`config.mk`:
```
export PLATFORM = sky130hd
export DESIGN_NAME = spi_sclk_engine
export DESIGN_NICKNAME = d
export VERILOG_FILES = /design/src/rtl/spi_sclk_engine.sv
export SDC_FILE = /design/constraint.sdc
export NUM_CORES = 1
export LEC_CHECK = 0
export ABC_CLOCK_PERIOD_IN_PS = 2200
export CAP_MARGIN = 20
export CORE_ASPECT_RATIO = 0.6
export CORE_UTILIZATION = 34
export DETAILED_ROUTE_END_ITERATION = 10
export PLACE_DENSITY = 0.63
export SLEW_MARGIN = 15
export SYNTH_ARGS = -nofsm -noshare
export SYNTH_HDL_FRONTEND = slang
export SYNTH_SLANG_ARGS = --single-unit
```
`constraint.sdc`:
```
create_clock -name clk_i -period 2.2 [get_ports clk_i]
set_clock_uncertainty 0.15 [all_clocks]
set_input_delay 0.44 -clock clk_i [delete_from_list [all_inputs] [get_ports clk_i]]
set_output_delay 0.44 -clock clk_i [all_outputs]
set_load 0.02 [all_outputs]
```
`src/rtl/spi_sclk_engine.sv`:
```
// Programmable SPI serial-clock engine: run-time divider, CPOL/CPHA modes,
// N-cycle bursts with setup/hold half-periods and registered sample/shift strobes.
module spi_sclk_engine #(
  parameter int unsigned DIV_WIDTH  = 16,
  parameter int unsigned BITS_WIDTH = 6
) (
  input  logic                  clk_i,
  input  logic                  rst_i,
  input  logic                  en_i,
  input  logic                  start_i,
  input  logic [DIV_WIDTH-1:0]  div_i,
  input  logic [BITS_WIDTH-1:0] bits_i,
  input  logic                  cpol_i,
  input  logic                  cpha_i,
  output logic                  sclk_o,
  output logic                  lead_o,
  output logic                  trail_o,
  output logic                  sample_o,
  output logic                  shift_o,
  output logic                  busy_o,
  output logic                  done_o
);

  typedef enum logic [1:0] {IDLE, SETUP, RUN, HOLD} state_t;

  state_t                state_q, state_d;
  logic                  go_q, go_d;
  logic [DIV_WIDTH-1:0]  cnt_q, cnt_d;
  logic [DIV_WIDTH-1:0]  div_q, div_d;
  logic [BITS_WIDTH-1:0] bits_q, bits_d;
  logic [BITS_WIDTH:0]   edge_q, edge_d;
  logic                  cpol_q, cpol_d;
  logic                  cpha_q, cpha_d;
  logic                  sclk_d, lead_d, trail_d, sample_d, shift_d, busy_d, done_d;

  logic                  half_tc;
  logic [BITS_WIDTH:0]   edge_inc;
  logic [BITS_WIDTH:0]   edge_last;

  assign half_tc   = (cnt_q == div_q);
  assign edge_inc  = edge_q + 1'b1;
  assign edge_last = {bits_q, 1'b0};

  always_comb begin
    state_d = state_q;
    go_d    = 1'b0;
    cnt_d   = cnt_q;
    div_d   = div_q;
    bits_d  = bits_q;
    edge_d  = edge_q;
    cpol_d  = cpol_q;
    cpha_d  = cpha_q;
    sclk_d  = sclk_o;
    lead_d  = 1'b0;
    trail_d = 1'b0;
    busy_d  = busy_o;
    done_d  = 1'b0;

    // The accept edge only latches; the half-counter runs from that edge so
    // every later event lands on a multiple of (div+1). With div=0 the setup
    // interval has already elapsed when the accept is acted on.
    unique case (state_q)
      IDLE: begin
        sclk_d = cpol_i;
        busy_d = 1'b0;
        if (go_q) begin
          if (en_i) begin
            sclk_d = cpol_q;
            if (bits_q == '0) begin
              done_d = 1'b1;
            end else begin
              busy_d = 1'b1;
              if (half_tc) begin
                state_d = RUN;
                cnt_d   = '0;
              end else begin
                state_d = SETUP;
                cnt_d   = DIV_WIDTH'(1);
              end
            end
          end
        end else if (en_i && start_i) begin
          go_d   = 1'b1;
          div_d  = div_i;
          bits_d = bits_i;
          cpol_d = cpol_i;
          cpha_d = cpha_i;
          cnt_d  = '0;
          edge_d = '0;
        end
      end
      SETUP: begin
        if (half_tc) begin
          state_d = RUN;
          cnt_d   = '0;
        end else begin
          cnt_d = cnt_q + 1'b1;
        end
      end
      RUN: begin
        if (half_tc) begin
          cnt_d   = '0;
          sclk_d  = ~sclk_o;
          edge_d  = edge_inc;
          lead_d  = edge_inc[0];
          trail_d = ~edge_inc[0];
          if (edge_inc == edge_last) state_d = HOLD;
        end else begin
          cnt_d = cnt_q + 1'b1;
        end
      end
      HOLD: begin
        if (half_tc) begin
          state_d = IDLE;
          cnt_d   = '0;
          busy_d  = 1'b0;
          done_d  = 1'b1;
        end else begin
          cnt_d = cnt_q + 1'b1;
        end
      end
      default: state_d = IDLE;
    endcase

    if (state_q != IDLE && !en_i) begin
      state_d = IDLE;
      cnt_d   = '0;
      edge_d  = '0;
      sclk_d  = cpol_q;
      lead_d  = 1'b0;
      trail_d = 1'b0;
      busy_d  = 1'b0;
      done_d  = 1'b0;
    end

    sample_d = cpha_q ? trail_d : lead_d;
    shift_d  = cpha_q ? lead_d  : trail_d;
  end

  always_ff @(posedge clk_i) begin
    if (rst_i) begin
      state_q  <= IDLE;
      go_q     <= 1'b0;
      cnt_q    <= '0;
      div_q    <= '0;
      bits_q   <= '0;
      edge_q   <= '0;
      cpol_q   <= 1'b0;
      cpha_q   <= 1'b0;
      sclk_o   <= 1'b0;
      lead_o   <= 1'b0;
      trail_o  <= 1'b0;
      sample_o <= 1'b0;
      shift_o  <= 1'b0;
      busy_o   <= 1'b0;
      done_o   <= 1'b0;
    end else begin
      state_q  <= state_d;
      go_q     <= go_d;
      cnt_q    <= cnt_d;
      div_q    <= div_d;
      bits_q   <= bits_d;
      edge_q   <= edge_d;
      cpol_q   <= cpol_d;
      cpha_q   <= cpha_d;
      sclk_o   <= sclk_d;
      lead_o   <= lead_d;
      trail_o  <= trail_d;
      sample_o <= sample_d;
      shift_o  <= shift_d;
      busy_o   <= busy_d;
      done_o   <= done_d;
    end
  end

endmodule

```
==> impl_metrics.json <==
{
  "synthCells": 356,
  "clk-insertion-delay-late_ns": 0.33,
  "core_area_sq_um": 8010,
  "nFillCells": 801,
  "area_growth_pct": 35.6,
  "postRouteAntennaNets": 0,
  "synth_seq_area_share_pct": 39.8,
  "globalRoute.totalOverflow": 0,
  "pwr-share-clk_pct": 37.2,
  "fin_cells": 527,
  "cp.depth": 7,
  "crit_family": "simple AND/OR/NAND/NOR gates",
  "grt_max_degree": 27,
  "clk_pin_slew_ns": 0.05,
  "io_pins": 35,
  "rows": 25,
  "intPower_uw": 2510,
  "synth_cell_type_count": 50,
  "fin_setup_tns_ns": 0,
  "path_class": "reg2reg",
  "power.switching_uw": 1140,
  "place_inst": 511,
  "ctsHoldBuffers": 0,
  "hold_path.class": "reg2reg",
  "synth_edf_count": 0,
  "hold_viol_final": 0,
  "die_y_um": 73.2,
  "vias": 2769,
  "synth_area_per_cell_sq_um": 8.06,
  "wl_per_cell_um": 15.0,
  "worstReg2RegStart": "cnt_q[6]$_SDFFE_PP0P_",
  "slew_headroom_pct": 69.2,
  "root_buffer": "clkbuf_16",
  "drt_iter0_markers": 262,
  "drive_gt1_share_pct": 16.2,
  "critPathMaxFanout": 11,
  "cts_tree": "built",
  "drc": 0,
  "hold_slack_ns": 0.316,
  "power_leakage_uw": 0.00144,
  "setup_viol": 0,
  "fin_crit_ns": 2.14,
  "synth_area_sq_um": 2870,
  "p_seq_share_pct": 31.8,
  "synth_top_area_share_pct": 39.8,
  "post_drt_via_cell_ratio": 5.25,
  "crit_start": "cnt_q[6]$_SDFFE_PP0P_",
  "arrival_ns": 2.25,
  "synth-main-ff-cell": "dfxtp_1",
  "max_stage_delay_ns": 0.42,
  "power_frac_comb_pct": 31.0,
  "synth_area_leaders": "dfxtp_1 40%, nand2_1 7.6%, a21oi_1 7.3%",
  "synthArstFlopShare_pct": 0,
  "min_period_over_period_pct": 97.1,
  "holdCritStartpoint": "cpha_q$_SDFFE_PP0P_",
  "crit_slowest_cell": "or4_4",
  "wirelength_um": 7890,
  "ir_drop_uv": 410,
  "htree_levels": 3,
  "antenna_found_initial": 0,
  "syn_nets": 390,
  "path_buf_inv": 1,
  "cts_buffers": 9,
  "synth_seq_cells": 57,
  "gp_congestion": 0.831,
  "dpl.hpwl_um": 5820,
  "die-area_sq_um": 8820,
  "worst_pin_slew_ns": 0.458,
  "rsz0062_at_grt": "yes",
  "cp-start-kind": "flop",
  "fmax_mhz": 468,
  "worst_setup_path_end_kind": "flop",
  "antennaDiodeCount": 0,
  "nNetsFinal": 450,
  "total_power_uw": 3650,
  "first_pass_iters": 5,
  "cp.required_ns": 2.31,
  "grt_pass1_wl_um": 12600,
  "gr-usage-all-layers_pct": 19.3,
  "r2r_cells": 7,
  "numClockSinks": 57,
  "grt_pass1_vias": 2425,
  "outcome": "finished clean",
  "initial_core_util_pct": 35.8,
  "clockBufferDepth": 2,
  "port-buffer-count": 34,
  "yosysMostFrequentCell": "nand2_1",
  "swShare_pct": 31.2,
  "fp.dieW_um": 121,
  "whs_path_depth": 2,
  "p_per_area_nw_per_um2": 938,
  "ys_warn_count": 0,
  "maxCapViolCount": 0,
  "synthTopCellsByCount": "58 x nand2_1, 57 x dfxtp_1, 42 x a21oi_1",
  "maxSlewViolCount": 0,
  "synth_top_area_cell": "dfxtp_1",
  "final_util_pct": 48.6,
  "cp_cell_sequence": "xnor2_2, nand4_1, nor4_2, buf_4, nand3b_4, or4_4, a21oi_1"
}
==> cells by family (layout without fill, tap and decap cells) <==
kind of cell | count (synthesis) | count (layout) | share of synthesized area [%]
flops | 57 | 57 | 39.8
buf+inv | 30 | 93 | 4.49
simple gates | 148 | 148 | 25.3
fa+ha+maj | 6 | 6 | 2.62
compound gates | 78 | 78 | 16.1
mux | 2 | 2 | 0.698
xor+xnor | 35 | 35 | 10.9
==> repair_timing <==
item                                    4_1_cts  5_1_grt
endpoints found under the setup margin       16       27
pin swaps                                     0        1
gates resized for setup                       3       15
setup buffers                                 0        2
==> layout by cell type (no fill, tap or decap), drive strengths merged, types with 6 or more instances in the layout <==
master and n:
a21oi 42, nor3 6, xnor2 24, buf 35, o21ai 12, clkbuf 11, xor2 11, inv 9
nand2 58, clkdlybuf4s50 34, nor2 31, dfxtp 57, nand4 13, ha 6, nand3 11
==> flip-flops by register name, indices dropped and copies added, names as in the netlist <==
| signal | cells |
|---|---|
| cnt_q | 16 |
| div_q | 16 |
| edge_q | 7 |
| bits_q | 6 |
| state_q | 2 |
| busy_o | 1 |
| cpha_q | 1 |
| cpol_q | 1 |
| done_o | 1 |
| go_q | 1 |
| lead_o | 1 |
| sample_o | 1 |
| sclk_o | 1 |
| shift_o | 1 |
| trail_o | 1 |
==> area by class of cell <==
class                           count  area (sq um)  area share (%)
Tap cell                          108           135            3.47
Timing Repair Buffer               69           641            16.5
Clock buffer                       11           243            6.24
Clock inverter                      3          42.5            1.09
Multi-Input combinational cell    269          1640            42.0
Inverter                           10          37.5           0.965
Sequential cell                    57          1160            29.7
==> worst register-to-register path, stage by stage (launching register included) <==
cell	delay, ns
dfxtp_4	0.37
xnor2_2	0.16
nand4_1	0.16
nor4_2	0.30
buf_4	0.25
nand3b_4	0.13
or4_4	0.42
a21oi_1	0.14
==> worst paths after layout <==
check,to,slack [ns]
hold reg to reg,cpha_q$_SDFFE_PP0P_,0.32
hold / removal,cpha_q$_SDFFE_PP0P_,0.32
setup reg to reg,edge_q[5]$_SDFFE_PP0P_,0.06
setup / recovery,edge_q[5]$_SDFFE_PP0P_,0.06
==> metal layers <==
metal	track usage [%]	part of all wire, %
met4	8.09	1.2
met1	31.4	55
met5	0	0
met3	5.08	8.7
met2	22.1	35
==> metrics by stage <==
step                worst slack (ns)  area, sq um
finish                        0.0630         3890
global placement             -0.0918         3530
floorplan                      0.122         2870
global route                 -0.0325         3890
CTS                           0.0254         3820
detailed placement            -0.123         3530
==> power groups by stage <==
stage          Sequential [uW]  Clock, uW  Combinational [uW]
2_1_floorplan             1190          0                 612
3_3_place_gp              1180          0                1030
3_5_place_dp              1180          0                1040
4_1_cts                   1160       1380                1060
5_1_grt                   1170       1420                1230
6_report                  1160       1360                1130
Power figures use the tool's default switching activity.
